--- src/rtl/uart_tx_arbiter_pkg.sv ---
// Shared types and default sizing for the UART TX arbiter.
package tx_arb_pkg;

   typedef enum logic [2:0] {
      IDLE,
      CHECK,
      READ,
      LOAD,
      SEND,
      WAIT_ACK,
      DONE
   } state_t;

   localparam int TX_ARB_N_REQ     = 4;
   localparam int TX_ARB_DATA_W    = 8;
   localparam int TX_ARB_MAX_BURST = 16;

endpackage

--- src/rtl/uart_tx_arbiter_if.sv ---
// Bundle between per-source TX FIFOs/command bits, the arbiter (slave) and its environment (master).
interface uart_tx_arbiter_if
   import tx_arb_pkg::*;
#(
   parameter int N_REQ  = TX_ARB_N_REQ,
   parameter int DATA_W = TX_ARB_DATA_W
) ();

   logic [N_REQ-1:0]        enviar_cmd;
   logic [N_REQ-1:0]        enviar_bit_clear;
   logic [N_REQ-1:0]        fifo_tx_empty;
   logic [N_REQ-1:0]        fifo_tx_rd;
   logic [N_REQ*DATA_W-1:0] fifo_tx_data;
   logic                    uart_tx_rdy;
   logic                    uart_tx_start;
   logic [DATA_W-1:0]       uart_tx_data;
   logic [N_REQ-1:0]        grant;
   logic                    busy;

   modport slave (
      input  enviar_cmd, fifo_tx_empty, fifo_tx_data, uart_tx_rdy,
      output enviar_bit_clear, fifo_tx_rd, uart_tx_start, uart_tx_data, grant, busy
   );

   modport master (
      output enviar_cmd, fifo_tx_empty, fifo_tx_data, uart_tx_rdy,
      input  enviar_bit_clear, fifo_tx_rd, uart_tx_start, uart_tx_data, grant, busy
   );

endinterface

--- src/rtl/uart_tx_arbiter_rr_pick.sv ---
// Round-robin picker: first pending source after i_last_ptr, wrapping; purely combinational.
module rr_pick #(
   parameter int N_REQ = 4,
   parameter int PTR_W = 2
) (
   input  logic [N_REQ-1:0] i_pend,
   input  logic [PTR_W-1:0] i_last_ptr,
   output logic [N_REQ-1:0] o_pick,
   output logic             o_any
);

   always_comb begin
      logic [PTR_W-1:0] w_idx;
      // NOTE: every output gets a default first, so no path through the block infers a latch.
      o_pick = '0;
      o_any  = 1'b0;
      w_idx  = '0;
      for (int off = 1; off <= N_REQ; off++) begin
         w_idx = PTR_W'((int'(i_last_ptr) + off) % N_REQ);
         if (!o_any && i_pend[w_idx]) begin
            o_pick[w_idx] = 1'b1;
            o_any         = 1'b1;
         end
      end
   end

endmodule

--- src/rtl/uart_tx_arbiter.sv ---
// Shares one UART transmitter between N_REQ FIFO sources, granting round-robin and draining per grant.
// Optional per-grant byte limit: define TX_ARB_BURST_LIMIT_EN.
module uart_tx_arbiter
   import tx_arb_pkg::*;
#(
   parameter int N_REQ  = TX_ARB_N_REQ,
   parameter int DATA_W = TX_ARB_DATA_W
`ifdef TX_ARB_BURST_LIMIT_EN
   ,
   parameter int MAX_BURST = TX_ARB_MAX_BURST
`endif
) (
   input  logic             clk,
   input  logic             rst,
   uart_tx_arbiter_if.slave bus
);

   localparam int PTR_W = $clog2(N_REQ);

   state_t            r_state;
   logic [N_REQ-1:0]  r_pend;
   logic [N_REQ-1:0]  r_grant;
   logic [N_REQ-1:0]  r_rd;
   logic [N_REQ-1:0]  r_clear;
   logic [PTR_W-1:0]  r_last_ptr;
   logic              r_busy;
   logic              r_start;
   logic [DATA_W-1:0] r_data;

   logic [N_REQ-1:0]  w_pick;
   logic              w_any;
   logic [N_REQ-1:0]  w_pend_clr;
   logic [PTR_W-1:0]  w_g_idx;
   logic [DATA_W-1:0] w_slice;
   logic              w_empty;
   logic              w_end_grant;

`ifdef TX_ARB_BURST_LIMIT_EN
   localparam int BC_W = $clog2(MAX_BURST + 1);
   logic [BC_W-1:0] r_burst_cnt;
`endif

   rr_pick #(
      .N_REQ (N_REQ),
      .PTR_W (PTR_W)
   ) u_rr_pick (
      .i_pend     (r_pend),
      .i_last_ptr (r_last_ptr),
      .o_pick     (w_pick),
      .o_any      (w_any)
   );

   // Decode the one-hot owner into its index, FIFO byte and empty flag.
   always_comb begin
      w_g_idx = '0;
      w_slice = '0;
      for (int i = 0; i < N_REQ; i++) begin
         if (r_grant[i]) begin
            w_g_idx = PTR_W'(i);
            w_slice = bus.fifo_tx_data[i*DATA_W +: DATA_W];
         end
      end
      w_empty = |(bus.fifo_tx_empty & r_grant);
`ifdef TX_ARB_BURST_LIMIT_EN
      w_end_grant = w_empty || (r_burst_cnt == BC_W'(MAX_BURST));
      w_pend_clr  = (r_state == DONE && w_empty) ? r_grant : '0;
`else
      w_end_grant = w_empty;
      w_pend_clr  = (r_state == DONE) ? r_grant : '0;
`endif
   end

   always_ff @(posedge clk or negedge rst) begin
      if (!rst) begin
         r_state    <= IDLE;
         r_pend     <= '0;
         r_grant    <= '0;
         r_rd       <= '0;
         r_clear    <= '0;
         r_last_ptr <= PTR_W'(N_REQ - 1);
         r_busy     <= 1'b0;
         r_start    <= 1'b0;
         r_data     <= '0;
`ifdef TX_ARB_BURST_LIMIT_EN
         r_burst_cnt <= '0;
`endif
      end else begin
         // NOTE: non-blocking only, so every register updates from pre-edge values.
         r_pend <= (r_pend & ~w_pend_clr) | bus.enviar_cmd;
         case (r_state)
            IDLE: begin
               if (w_any) begin
                  r_grant <= w_pick;
                  r_busy  <= 1'b1;
                  r_state <= CHECK;
`ifdef TX_ARB_BURST_LIMIT_EN
                  r_burst_cnt <= '0;
`endif
               end
            end
            CHECK: begin
               if (w_end_grant) begin
                  r_clear <= w_empty ? r_grant : '0;
                  r_state <= DONE;
               end else if (bus.uart_tx_rdy) begin
                  r_rd    <= r_grant;
                  r_state <= READ;
               end
            end
            READ: begin
               r_rd    <= '0;
               r_state <= LOAD;
            end
            LOAD: begin
               r_data  <= w_slice;
               r_start <= 1'b1;
               r_state <= SEND;
`ifdef TX_ARB_BURST_LIMIT_EN
               r_burst_cnt <= r_burst_cnt + 1'b1;
`endif
            end
            SEND: begin
               r_start <= 1'b0;
               r_state <= WAIT_ACK;
            end
            WAIT_ACK: r_state <= CHECK;
            DONE: begin
               r_clear    <= '0;
               r_last_ptr <= w_g_idx;
               r_grant    <= '0;
               r_busy     <= 1'b0;
               r_state    <= IDLE;
            end
            default: r_state <= IDLE;
         endcase
      end
   end

   assign bus.grant            = r_grant;
   assign bus.busy             = r_busy;
   assign bus.fifo_tx_rd       = r_rd;
   assign bus.enviar_bit_clear = r_clear;
   assign bus.uart_tx_start    = r_start;
   assign bus.uart_tx_data     = r_data;

endmodule

--- src/flat_wrapper.sv ---
// flat-port wrapper written by rule: the top's interface ports become plain ports
module uart_tx_arbiter_flat import tx_arb_pkg::*;
#(
   parameter int N_REQ  = TX_ARB_N_REQ,
   parameter int DATA_W = TX_ARB_DATA_W

)
  (clk, rst, bus_enviar_cmd, bus_fifo_tx_empty, bus_fifo_tx_data, bus_uart_tx_rdy, bus_enviar_bit_clear, bus_fifo_tx_rd, bus_uart_tx_start, bus_uart_tx_data, bus_grant, bus_busy);
  uart_tx_arbiter_if #(.N_REQ(N_REQ), .DATA_W(DATA_W)) bus_i ();
  input  logic clk;
  input  logic rst;
  input wire logic [$bits(bus_i.enviar_cmd)-1:0] bus_enviar_cmd;
  input wire logic [$bits(bus_i.fifo_tx_empty)-1:0] bus_fifo_tx_empty;
  input wire logic [$bits(bus_i.fifo_tx_data)-1:0] bus_fifo_tx_data;
  input wire logic [$bits(bus_i.uart_tx_rdy)-1:0] bus_uart_tx_rdy;
  output wire logic [$bits(bus_i.enviar_bit_clear)-1:0] bus_enviar_bit_clear;
  output wire logic [$bits(bus_i.fifo_tx_rd)-1:0] bus_fifo_tx_rd;
  output wire logic [$bits(bus_i.uart_tx_start)-1:0] bus_uart_tx_start;
  output wire logic [$bits(bus_i.uart_tx_data)-1:0] bus_uart_tx_data;
  output wire logic [$bits(bus_i.grant)-1:0] bus_grant;
  output wire logic [$bits(bus_i.busy)-1:0] bus_busy;
  assign bus_i.enviar_cmd = bus_enviar_cmd;
  assign bus_i.fifo_tx_empty = bus_fifo_tx_empty;
  assign bus_i.fifo_tx_data = bus_fifo_tx_data;
  assign bus_i.uart_tx_rdy = bus_uart_tx_rdy;
  assign bus_enviar_bit_clear = bus_i.enviar_bit_clear;
  assign bus_fifo_tx_rd = bus_i.fifo_tx_rd;
  assign bus_uart_tx_start = bus_i.uart_tx_start;
  assign bus_uart_tx_data = bus_i.uart_tx_data;
  assign bus_grant = bus_i.grant;
  assign bus_busy = bus_i.busy;
  uart_tx_arbiter #(.N_REQ(N_REQ), .DATA_W(DATA_W)) u_core (.clk(clk), .rst(rst), .bus(bus_i));
endmodule
--- config.mk ---
export PLATFORM = sky130hd
export DESIGN_NAME = uart_tx_arbiter_flat
export DESIGN_NICKNAME = d
export VERILOG_FILES = /design/src/rtl/uart_tx_arbiter_pkg.sv /design/src/rtl/uart_tx_arbiter_if.sv /design/src/rtl/uart_tx_arbiter_rr_pick.sv /design/src/rtl/uart_tx_arbiter.sv /design/src/flat_wrapper.sv
export SDC_FILE = /design/constraint.sdc
export NUM_CORES = 1
export LEC_CHECK = 0
export ABC_AREA = 1
export BUFFER_PORTS_ARGS = -buffer_cell sky130_fd_sc_hd__buf_2
export CAP_MARGIN = 20
export CORE_ASPECT_RATIO = 0.7
export CORE_MARGIN = 2
export CORE_UTILIZATION = 50
export DETAILED_ROUTE_END_ITERATION = 16
export HOLD_SLACK_MARGIN = 0.12
export PLACE_DENSITY = 0.83
export SYNTH_ARGS = -nofsm -noshare
export SYNTH_HDL_FRONTEND = slang
export SYNTH_SLANG_ARGS = --single-unit
--- constraint.sdc ---
create_clock -name clk -period 2.41 [get_ports clk]
set_clock_uncertainty 0.2 [all_clocks]
set_input_delay 0.723 -clock clk [delete_from_list [all_inputs] [get_ports clk]]
set_output_delay 0.723 -clock clk [all_outputs]
set_load 0.05 [all_outputs]
Yosys cells after proc, flatten, opt, wreduce, memory -nomap -nowiden
Cells that the tools add are included.
{ "word_totals": {"ff_bits": 31, "input_bits": 43, "out_inout_bits": 22} }
{ "op_classes": {"n_addsub": 4, "magnitude_cmp": 8, "n_eq_ne": 11, "mux": 46, "bitwise": 7, "reduce_logical": 20} }
{ "ops": {"columns": ["operator", "count"], "rows": [
  ["4-bit 2-to-1 mux", 9],
  ["8-bit 2-to-1 mux", 4],
  ["4-bit case mux with 2 select lines", 3],
  ["3-bit case mux with 6 select lines", 1],
  ["4-bit OR", 4],
  ["1-bit 2-to-1 mux", 14],
  ["2-bit by 3-bit < comparator with 1-bit output, second input constant", 4],
  ["3-bit equality test, second input constant", 3],
  ["3-bit 2-to-1 mux", 3],
  ["4-bit bitwise AND", 2],
  ["1-bit binary-select mux with 2-bit select", 4],
  ["1-bit demux with 2-bit select", 4],
  ["2-bit by 1-bit greater-or-equal comparator with 1-bit output, second input constant", 4],
  ["2-bit nonzero test", 4],
  ["1-bit logical AND", 7],
  ["3-bit by 2-bit equality test with 1-bit output, second input constant", 2],
  ["2-bit inequality test, second input constant", 3],
  ["2-bit AND reduction", 3],
  ["2-bit by 1-bit adder with 2-bit output, second input constant", 2],
  ["2-bit adder, second input constant", 2],
  ["2-bit 2-to-1 mux", 2],
  ["4-bit NOT", 1],
  ["1-bit case mux with 2 select lines", 2],
  ["4-bit OR reduction", 1],
  ["6 further kinds", 8]
]} }

Longest topological paths before layout
Gate-level depths: netlist of the first run.
{ "depth": {"ltp_word": 15, "mapped_depth": 12, "ltp_nobuf": 12} }

Cells and area by module
Synthesis of the first run repeated with hierarchy kept, for this count alone.
{ "hier_totals": {"hier_cells": 309, "area_unflattened_um2": 2074.5} }
{ "modules_own_cells": {"columns": ["module", "n_inst", "cells_each", "area_each_um2", "seq_area_each_um2"], "rows": [
  ["uart_tx_arbiter", 1, 229, 1622.8, 778.2],
  ["rr_pick", 1, 80, 451.7, 0.0]
]} }

Least setup slack after synthesis of the first run
No wires, ideal clock.
{ "synth_timing": {"path_kind": "register -> register", "start": "register u_core.r_last_ptr[0]", "end": "register u_core.r_grant[0], in the netlist u_core.bus.grant[0]", "setup_ps": 113, "arrival_ps": 1852, "slack_ps": 245, "stages_incl_launch_ff": 12, "period_less_slack_ps": 2165, "path_cell_list": "dfstp_2 > inv_2 > ha_1 > inv_1 > nand3_4 > nand2_4 > nand3_4 > nor2_2 > nor2_1 > nand3_1 > nand2_1 > inv_1"} }
{ "synth_via": {"elab_chain_len": 15, "elab_cells_between_ends": 53} }
{ "synth_lines": {"columns": ["item", "line", "source"], "rows": [
  ["start, declared", "uart_tx_arbiter.sv:25", "logic [PTR_W-1:0] r_last_ptr;"],
  ["start signal, assigned", "uart_tx_arbiter.sv:80", "r_last_ptr <= PTR_W'(N_REQ - 1);"],
  ["start signal, assigned", "uart_tx_arbiter.sv:129", "r_last_ptr <= w_g_idx;"],
  ["parallel branches: the longest is 15 deep, another holds 2-bit by 3-bit < comparator with 1-bit output", null, null],
  ["end signal, assigned", "uart_tx_arbiter.sv:93", "r_grant <= w_pick;"],
  ["end, declared", "uart_tx_arbiter.sv:22", "logic [N_REQ-1:0] r_grant;"]
]} }
Several ways; the timed one is not identified. The select of a mux whose other input is x is not followed.
A chain may end at the register's enable or synchronous reset.

Worst setup path in the final report of the first run
{ "layout_timing": {"start": "register u_core.r_last_ptr[1]", "end": "register u_core.r_state[0]"} }
{ "layout_via": {"elab_chain_len": 15, "elab_cells_between_ends": 24} }
{ "layout_lines": {"columns": ["item", "line", "source"], "rows": [
  ["2-bit by 1-bit adder with 2-bit output", "uart_tx_arbiter_rr_pick.sv:19", "w_idx = PTR_W'((int'(i_last_ptr) + off) % N_REQ);"],
  ["1-bit binary-select mux with 2-bit select", "uart_tx_arbiter_rr_pick.sv:20", "if (!o_any && i_pend[w_idx]) begin"],
  ["1-bit 2-to-1 mux (not written as such)", "uart_tx_arbiter_rr_pick.sv:20", null],
  ["1-bit 2-to-1 mux", "uart_tx_arbiter_rr_pick.sv:20", null],
  ["1-bit zero test", "uart_tx_arbiter_rr_pick.sv:20", null],
  ["1-bit logical AND", "uart_tx_arbiter_rr_pick.sv:20", null],
  ["1-bit 2-to-1 mux", "uart_tx_arbiter_rr_pick.sv:20", null],
  ["1-bit zero test", "uart_tx_arbiter_rr_pick.sv:20", null],
  ["1-bit logical AND", "uart_tx_arbiter_rr_pick.sv:20", null],
  ["1-bit 2-to-1 mux", "uart_tx_arbiter_rr_pick.sv:20", null],
  ["1-bit zero test", "uart_tx_arbiter_rr_pick.sv:20", null],
  ["1-bit logical AND", "uart_tx_arbiter_rr_pick.sv:20", null],
  ["1-bit 2-to-1 mux *", "uart_tx_arbiter_rr_pick.sv:20", null],
  ["2-bit inequality test (no source line) *", null, null],
  ["2-bit AND reduction (no source line) *", null, null],
  ["end signal, assigned", "uart_tx_arbiter.sv:75", "r_state <= IDLE;"],
  ["end signal, assigned", "uart_tx_arbiter.sv:95", "r_state <= CHECK;"],
  ["end signal, assigned", "uart_tx_arbiter.sv:104", "r_state <= DONE;"],
  ["end, declared", "uart_tx_arbiter.sv:20", "state_t r_state;"]
]} }
Every way passes the cells marked *; elsewhere a longest branch is shown, timed or not. The select of a mux whose other input is x is not followed.

==> results of run 1 <==
-- kinds of logic after synthesis --
| family | after synthesis | share of synthesized area (%) |
|---|---|---|
| compound gates | 56 | 16.0 |
| fa+ha+maj | 8 | 4.92 |
| flops | 31 | 38.3 |
| simple gates | 138 | 33.6 |
| buf+inv | 33 | 7.20 |
-- per-layer routing --
| layer | vias up | routed length, microns | GRT usage (%) |
|---|---|---|---|
| li1 | 1032 | - | - |
| met1 | 969 | 2450 | 33.5 |
| met2 | 67 | 2240 | 35.4 |
| met3 | 4 | 339 | 5.54 |
| met4 | 0 | 32 | 6.05 |
| met5 | - | 0 | 0 |
-- power by group --
group | switching [W] | internal, W
Sequential | 0.000179 | 0.000769
Clock | 0.000190 | 0.000230
Combinational | 0.00190 | 0.000763
Total | 0.00227 | 0.00176
-- final timing paths --
check	start	endpoint	slack, ns
worst max register to register	u_core.r_last_ptr[1]	u_core.r_state[0]	0.17
worst min register to register	u_core.bus.enviar_bit_clear[1]	u_core.bus.enviar_bit_clear[1]	0.29
min in group clk	u_core.bus.enviar_bit_clear[1]	u_core.bus.enviar_bit_clear[1]	0.29
worst min-delay path	rst	u_core.bus.fifo_tx_rd[0]	0.27
max in group asynchronous	rst	u_core.bus.enviar_bit_clear[3]	1.30
worst max-delay path	u_core.r_last_ptr[1]	u_core.r_state[0]	0.17
-- worst max-delay path: stages (launching register included) --
cell and delay (ns):
dfstp_2 0.60, inv_1 0.08, ha_1 0.35, inv_1 0.17, nand3_4 0.12, nand2_4 0.12
nand3_4 0.10, nor2_2 0.13, nand2_1 0.09, nand2_1 0.08, o21ai_0 0.08
-- cells in the final DEF (no fill, tap or decap) --
cell type	instances
ha_1	8
o21ai_1	5
inv_4	1
o21ai_0	10
nand3_1	33
nand4_1	1
a21oi_1	25
nand3b_1	1
nor3_4	2
inv_1	22
inv_2	5
nor3_2	1
o211ai_1	6
nand2_2	4
o21ai_2	2
nand3_4	3
nand2_4	4
clkbuf_8	6
o21bai_1	4
dfrtp_1	29
nand2_1	54
nor2_1	31
dfstp_2	2
a22o_1	2
clkinv_2	1
clkbuf_1	1
nor2_2	3
nor3_1	1
o31ai_1	2
buf_2	64
buf_4	7
-- sequential cells by signal, summed over array words and instances (netlist names) --
signal                       cells
u_core.bus.grant                 4
u_core.r_last_ptr                2
u_core.bus.busy                  1
u_core.bus.uart_tx_data          8
u_core.bus.uart_tx_start         1
u_core.r_state                   3
u_core.bus.enviar_bit_clear      4
u_core.bus.fifo_tx_rd            4
u_core.r_pend                    4
-- cell type report --
cell class	count	area [sq um]	area share [%]
multi-input combinational	202	1110	44.0
sequential	31	778	30.8
timing repair buffer	71	373	14.8
inverter	28	108	4.26
clock buffer	7	86.3	3.42
tap	52	65.1	2.57
clock inverter	1	5.00	0.198
-- repair_timing --
item                       CTS  global route
hold endpoints to repair     0             0
hold buffers                 0             0
setup endpoints to repair    0             2
resized for setup            0             1
-- stage by stage --
step                      total power, W  instances
after floorplan                  0.00298        266
after global routing             0.00434        392
after CTS                        0.00402        392
final                            0.00403        392
after detailed placement         0.00359        384
after global placement           0.00354        384
==> impl_metrics.ini, run 1 <==
[synth]
synth.net_count = 317
yosysSeqAreaShare_pct = 38.3
synth_cell_type_count = 28
synth-main-ff-cell = dfrtp_1
synth.area.top_cells = dfrtp_1 36%, nand2_1 10%, nand3_1 8.1%
synth_area_sq_um = 2030
ys_ff_latch = 31
synth_cells = 266
async_reset_ff_share_pct = 100
yosysTopAreaCellShare_pct = 35.7
synth_common_cells = 54 x nand2_1, 33 x nand3_1, 32 x nor2_1
syn_area_per_cell_sq_um = 7.65
synth_area_leader_cell = dfrtp_1
synth-edff-count = 0
yosysWarnings = 0
synth_most_common_cell = nand2_1

[floorplan]
initial_utilization_pct = 51.9
core_area_sq_um = 3920
die_y_microns = 57.4
die-area_sq_um = 4600
die_w_microns = 80.2
placementRows = 19
ios = 65

[drt]
ant_nets = 0
wl_per_cell_microns = 12.9
viasPerCell = 5.29
drc = 0
firstDrtPassIters = 4
routed_wl_mm = 5.07
first_iter_violations = 177
vias = 2072

[clocking]
clkSinkCount = 31
post-cts-setup-buffers = 0
clock_latency_ns = 0.28
root_buffer = clkbuf_8
htree_levels = 2
clk_transition_reported_paths_ns = 0.07
cts_buffer_depth = 2
cts_tree = yes
cts_made_buffers = 5

[global_route]
grt_pass1_wl_mm = 8.31
antenna_found_initial = 0
grt_pass1_vias = 1874
grt-ovfl-total = 0
grt_usage_pct = 23.2
grt_max_degree = 32

[place]
io_buffer_count = 64
placed_area_sq_um = 2430
dp_hpwl_mm = 3.94
place_ws_ns = 0.155
place.gp.congestion = 0.895

[setup_path]
crit_type = reg -> reg
crit_path_end_kind = register
worstPathMaxFanout = 8
cp.required_ns = 2.37
cp.arrival_ns = 2.20
crit_path_start_kind = register
rr_worst_depth = 10

[timing]
rsz0062_at_grt = no
maxSlewViolCount = 0
relSlewSlack_pct = 55.3
period_share_pct = 92.9
hold_viol = 0
layout_setup_ws_ns = 0.170
post-route-min-period_ns = 2.24
whs_ns = 0.271
fin_tns_setup_ns = 0
setup_viol = 0
fmax_ghz = 0.446
worst_pin_slew_ns = 0.670

[finish]
finalInstanceArea_sq_um = 2530
drive_above_1_share_pct = 30.9
nNetsFinal = 390
fillCellCount = 341
area.growth.synth_to_final_pct = 24.2
diodes = 0
fin_util_pct = 64.4

[min_path]
hold_class = in -> async

[pwr]
ir_worst_vdd_v = 0.000968
leakagePower_nw = 1.34
p_per_area_nw_per_um2 = 1600

[flow_run]
maxCapViolations = 0

[run_status]
status = finished clean
Power figures use the tool's default switching activity.
==> inputs of run 2 (changes only) <==
- CTS_BUF_LIST: unset -> sky130_fd_sc_hd__clkbuf_8
==> run 2 against run 1 <==
Final area is the same. Final cell count is the same. First-iteration DRC count grew 2.8%. Non-clock buffer count is the same. Total power shrank 0.14%. Global-route usage is the same. Hold slack gained 0.00064 ns. Largest cell class unchanged. Highest routed layer unchanged.
==> impl_metrics.ini, run 2 (synthesis gave the netlist of run 1 again) <==
[floorplan]
die-area_sq_um = 4600
initial_utilization_pct = 51.9
ios = 65
core_area_sq_um = 3920
die_w_microns = 80.2
die_y_microns = 57.4
placementRows = 19

[timing]
worst_pin_slew_ns = 0.667
whs_ns = 0.272
hold_viol = 0
rsz0062_at_grt = no
relSlewSlack_pct = 55.5
fmax_ghz = 0.445
period_share_pct = 93.2
fin_tns_setup_ns = 0
maxSlewViolCount = 0
post-route-min-period_ns = 2.25
setup_viol = 0

[drt]
vias = 2082
wl_per_cell_microns = 12.9
ant_nets = 0
routed_wl_mm = 5.05
viasPerCell = 5.31
first_iter_violations = 182
drc = 0
firstDrtPassIters = 4

[setup_path]
crit_path_end_kind = register
r2r_slack_ns = 0.16
timing.rr.end = u_core.r_state[0]
worstPathMaxFanout = 8
crit_type = reg -> reg
r2r-start = u_core.r_last_ptr[1]
cp.arrival_ns = 2.21
crit_path_start_kind = register
cp.required_ns = 2.37
rr_worst_depth = 10

[clocking]
cts_made_buffers = 5
clk_transition_reported_paths_ns = 0.07
htree_levels = 2
cts_buffer_depth = 2
post-cts-setup-buffers = 0
cts_hold_buf = 0
cts_tree = yes
root_buffer = clkbuf_8
post_cts_resize_count = 0
clock_latency_ns = 0.28
clkSinkCount = 31

[global_route]
grt_pass1_vias = 1874
grt_max_degree = 32
antenna_found_initial = 0
grt-ovfl-total = 0
grt_pass1_wl_mm = 8.31
grt_usage_pct = 23.2

[min_path]
hold_class = in -> async

[pwr]
ir_worst_vdd_v = 0.000969
leakagePower_nw = 1.34
p_per_area_nw_per_um2 = 1590

[finish]
diodes = 0
area.growth.synth_to_final_pct = 24.2
final_common_cell = buf_2
largest_reg_flops = 8
drive_above_1_share_pct = 30.9
fillCellCount = 341
fin_util_pct = 64.4
final_cell_mix = 64 x buf_2, 54 x nand2_1, 33 x nand3_1
nNetsFinal = 390

[run_status]
status = finished clean

[place]
place.gp.congestion = 0.895
dp_hpwl_mm = 3.94
io_buffer_count = 64

[flow_run]
maxCapViolations = 0
run 2: changes by cell type in the layout (fill, tap and decap cells not counted):
cell and change:
clkbuf_1 -1, inv_1 +1
run 2: final cells by class:
class                   instances  area [sq um]  share of cell area, %
well taps                      52          65.1                   2.57
multi-input cells             202          1110                   44.0
repair buffers                 71           373                   14.8
inverters                      28           108                   4.26
flip-flops and latches         31           778                   30.8
clock inverters                 2          8.76                  0.347
clock buffers                   6          82.6                   3.27
run 2: critical path, cell delays in order (launching register included):
cell	delay, ns
dfstp_2	0.60
inv_1	0.08
ha_1	0.35
inv_1	0.17
nand3_4	0.12
nand2_4	0.12
nand3_4	0.10
nor2_2	0.13
nand2_1	0.09
nand2_1	0.08
o21ai_0	0.08
run 2: routing by layer:
layer	global-route usage [%]	vias up	wire [microns]
met5	0	-	0
met4	6.05	0	41
met3	5.54	5	308
met2	35.4	62	2240
met1	33.5	982	2460
li1	-	1033	-
run 2: report_power, final:
| part | internal, W | switching, W |
|---|---|---|
| Combinational | 0.000763 | 0.00190 |
| Clock | 0.000226 | 0.000189 |
| Sequential | 0.000769 | 0.000179 |
| Total | 0.00176 | 0.00227 |
run 2: worst max-delay path by stage:
stage,slack (ns),to,from,cells past startpoint
6_report,0.16,u_core.r_state[0],u_core.r_last_ptr[1],10
5_1_grt,0.02,u_core.r_state[0],u_core.r_last_ptr[1],10
4_1_cts,0.15,u_core.bus.grant[2],u_core.r_last_ptr[1],11
3_5_place_dp,0.16,u_core.bus.grant[2],u_core.r_last_ptr[1],11
3_3_place_gp,0.25,u_core.bus.grant[2],u_core.r_last_ptr[1],11
2_1_floorplan,0.25,u_core.bus.grant[0],u_core.r_last_ptr[0],11
run 2: metrics by stage:
stage	setup slack (ns)	power, W	instances	area [sq um]
2_1_floorplan	0.245	0.00298	266	2030
3_3_place_gp	0.245	0.00354	384	2430
6_report	0.163	0.00403	392	2530
5_1_grt	0.0227	0.00433	392	2530
3_5_place_dp	0.155	0.00359	384	2430
4_1_cts	0.145	0.00401	392	2520
==> inputs of run 3 (changes only) <==
- BUFFER_PORTS_ARGS: -buffer_cell sky130_fd_sc_hd__buf_2 -> -buffer_cell sky130_fd_sc_hd__buf_4
==> run 3 against run 2 <==
Final area increased by 5.7%. Largest cell class unchanged. Sequential share of layout area fell by 1.7 points. Highest routed layer unchanged. Clock power hardly changed. Critical path type unchanged. Via count shrank 1.2%. Largest power group unchanged. Core utilization is 3.7 points higher. Wire length increased by 8.4%. Total power is 3.3% higher.
==> impl_metrics.ini, run 3 (synthesis gave the netlist of run 1 again) <==
[global_route]
grt_usage_pct = 25.0
antenna_found_initial = 0
grt_pass1_wl_mm = 8.91
grt-ovfl-total = 0
grt_pass1_vias = 1860
grt_max_degree = 32

[finish]
largest_reg_flops = 8
final_common_cell = buf_4
drive_above_1_share_pct = 30.5
final_cell_mix = 69 x buf_4, 54 x nand2_1, 33 x nand3_1
diodes = 0
nNetsFinal = 388
area.growth.synth_to_final_pct = 31.4
fillCellCount = 336

[drt]
vias = 2056
first_iter_violations = 191
wl_per_cell_microns = 14.1
viasPerCell = 5.27
firstDrtPassIters = 4
ant_nets = 0
drc = 0
routed_wl_mm = 5.48

[setup_path]
cp_slowest_cell = dfstp_2
crit_path_start_kind = register
crit_chain = inv_1, ha_1, inv_1, nand3_4, nand2_4, nand3_4, nor2_2, nor2_2, nand3_1, nand2_1, inv_1
cp.arrival_ns = 2.25
cpMostUsedCell = inv_1
crit_type = reg -> reg
crit_path_end_kind = register
slowest_delay_ns = 0.62
worstPathMaxFanout = 8
cp.required_ns = 2.39

[floorplan]
ios = 65
die_w_microns = 80.2
placementRows = 19
die_y_microns = 57.4
initial_utilization_pct = 51.9
die-area_sq_um = 4600
core_area_sq_um = 3920

[timing]
setup_viol = 0
fmax_ghz = 0.439
rsz0062_at_grt = no
hold_viol = 0
relSlewSlack_pct = 59.8
maxSlewViolCount = 0
fin_tns_setup_ns = 0
period_share_pct = 94.4
post-route-min-period_ns = 2.28
worst_pin_slew_ns = 0.601

[clocking]
cts_hold_buf = 0
cts_tree = yes
clkSinkCount = 31
root_buffer = clkbuf_8
cts_made_buffers = 5
clk_transition_reported_paths_ns = 0.07
clock_latency_ns = 0.29
cts_buffer_depth = 2
htree_levels = 2

[pwr]
leakagePower_nw = 1.39
p_total_w = 0.00416
ir_worst_vdd_v = 0.000962
p_per_area_nw_per_um2 = 1560

[place]
dp_hpwl_mm = 4.16
io_buffer_count = 64
place.gp.congestion = 0.959

[flow_run]
maxCapViolations = 0

[min_path]
hold_class = in -> async

[run_status]
status = finished clean
[run 3: cell types whose count changed in the layout (fill, tap and decap cells not counted)]
cell   change
buf_2     -64
buf_4     +62
[run 3: critical path: cells and delay by family (launching register included)]
| kind | cells | cell delay, ns |
|---|---|---|
| simple gates | 7 | 0.75 |
| fa+ha+maj | 1 | 0.37 |
| buf+inv | 3 | 0.23 |
| flops | 1 | 0.62 |
[run 3: final timing paths]
check,to,slack [ns],depth (start not counted),start
hold reg to reg,u_core.bus.uart_tx_data[2],0.31,2,u_core.bus.uart_tx_data[2]
hold / removal,u_core.r_state[1],0.15,1,rst
setup reg to reg,u_core.bus.grant[3],0.13,11,u_core.r_last_ptr[1]
max in group asynchronous,u_core.r_last_ptr[1],1.52,1,rst
min in group clk,u_core.bus.uart_tx_data[2],0.31,2,u_core.bus.uart_tx_data[2]
setup / recovery,u_core.bus.grant[3],0.13,11,u_core.r_last_ptr[1]
[run 3: what timing repair did]
item                                    in CTS  in global routing
hold endpoints to repair                     0                  0
endpoints found under the setup margin       0                  3
buffers inserted                             0                  0
resized for setup                            0                  1
[run 3: power by group]
part           total, W  leakage, nW  internal (W)  switching, W
clock network  0.000418       0.0524      0.000226      0.000192
logic           0.00276        0.980      0.000868       0.00189
registers      0.000983        0.355      0.000769      0.000214
[run 3: routing by layer]
| metal | routed length, microns | part of all wire [%] | vias up | GRT usage, % |
|---|---|---|---|---|
| met5 | 0 | 0 | - | 0 |
| met4 | 40 | 0.73 | 0 | 5.57 |
| met3 | 361 | 6.6 | 7 | 5.06 |
| met2 | 2480 | 45 | 77 | 38.6 |
| met1 | 2590 | 47 | 950 | 36.7 |
| li1 | - | - | 1022 | - |
[run 3: final cells by class]
class / instances / area [sq um] / area share, %
repair buffers: 69 / 518 / 19.4
clock inverters: 2 / 8.76 / 0.328
multi-input cells: 202 / 1110 / 41.6
flip-flops and latches: 31 / 778 / 29.1
well taps: 52 / 65.1 / 2.43
inverters: 28 / 108 / 4.03
clock buffers: 6 / 82.6 / 3.09
[run 3: through the flow]
stage               instances  setup slack (ns)  area [sq um]  hold slack, ns  util [%]
floorplan                 266             0.245          2030           0.227         -
global placement          382             0.256          2580           0.287      65.7
detailed placement        382             0.134          2580           0.295      65.7
CTS                       390             0.108          2670           0.166      68.1
global route              390          0.000527          2670           0.181      68.1
finish                    390             0.134          2670           0.151      68.1
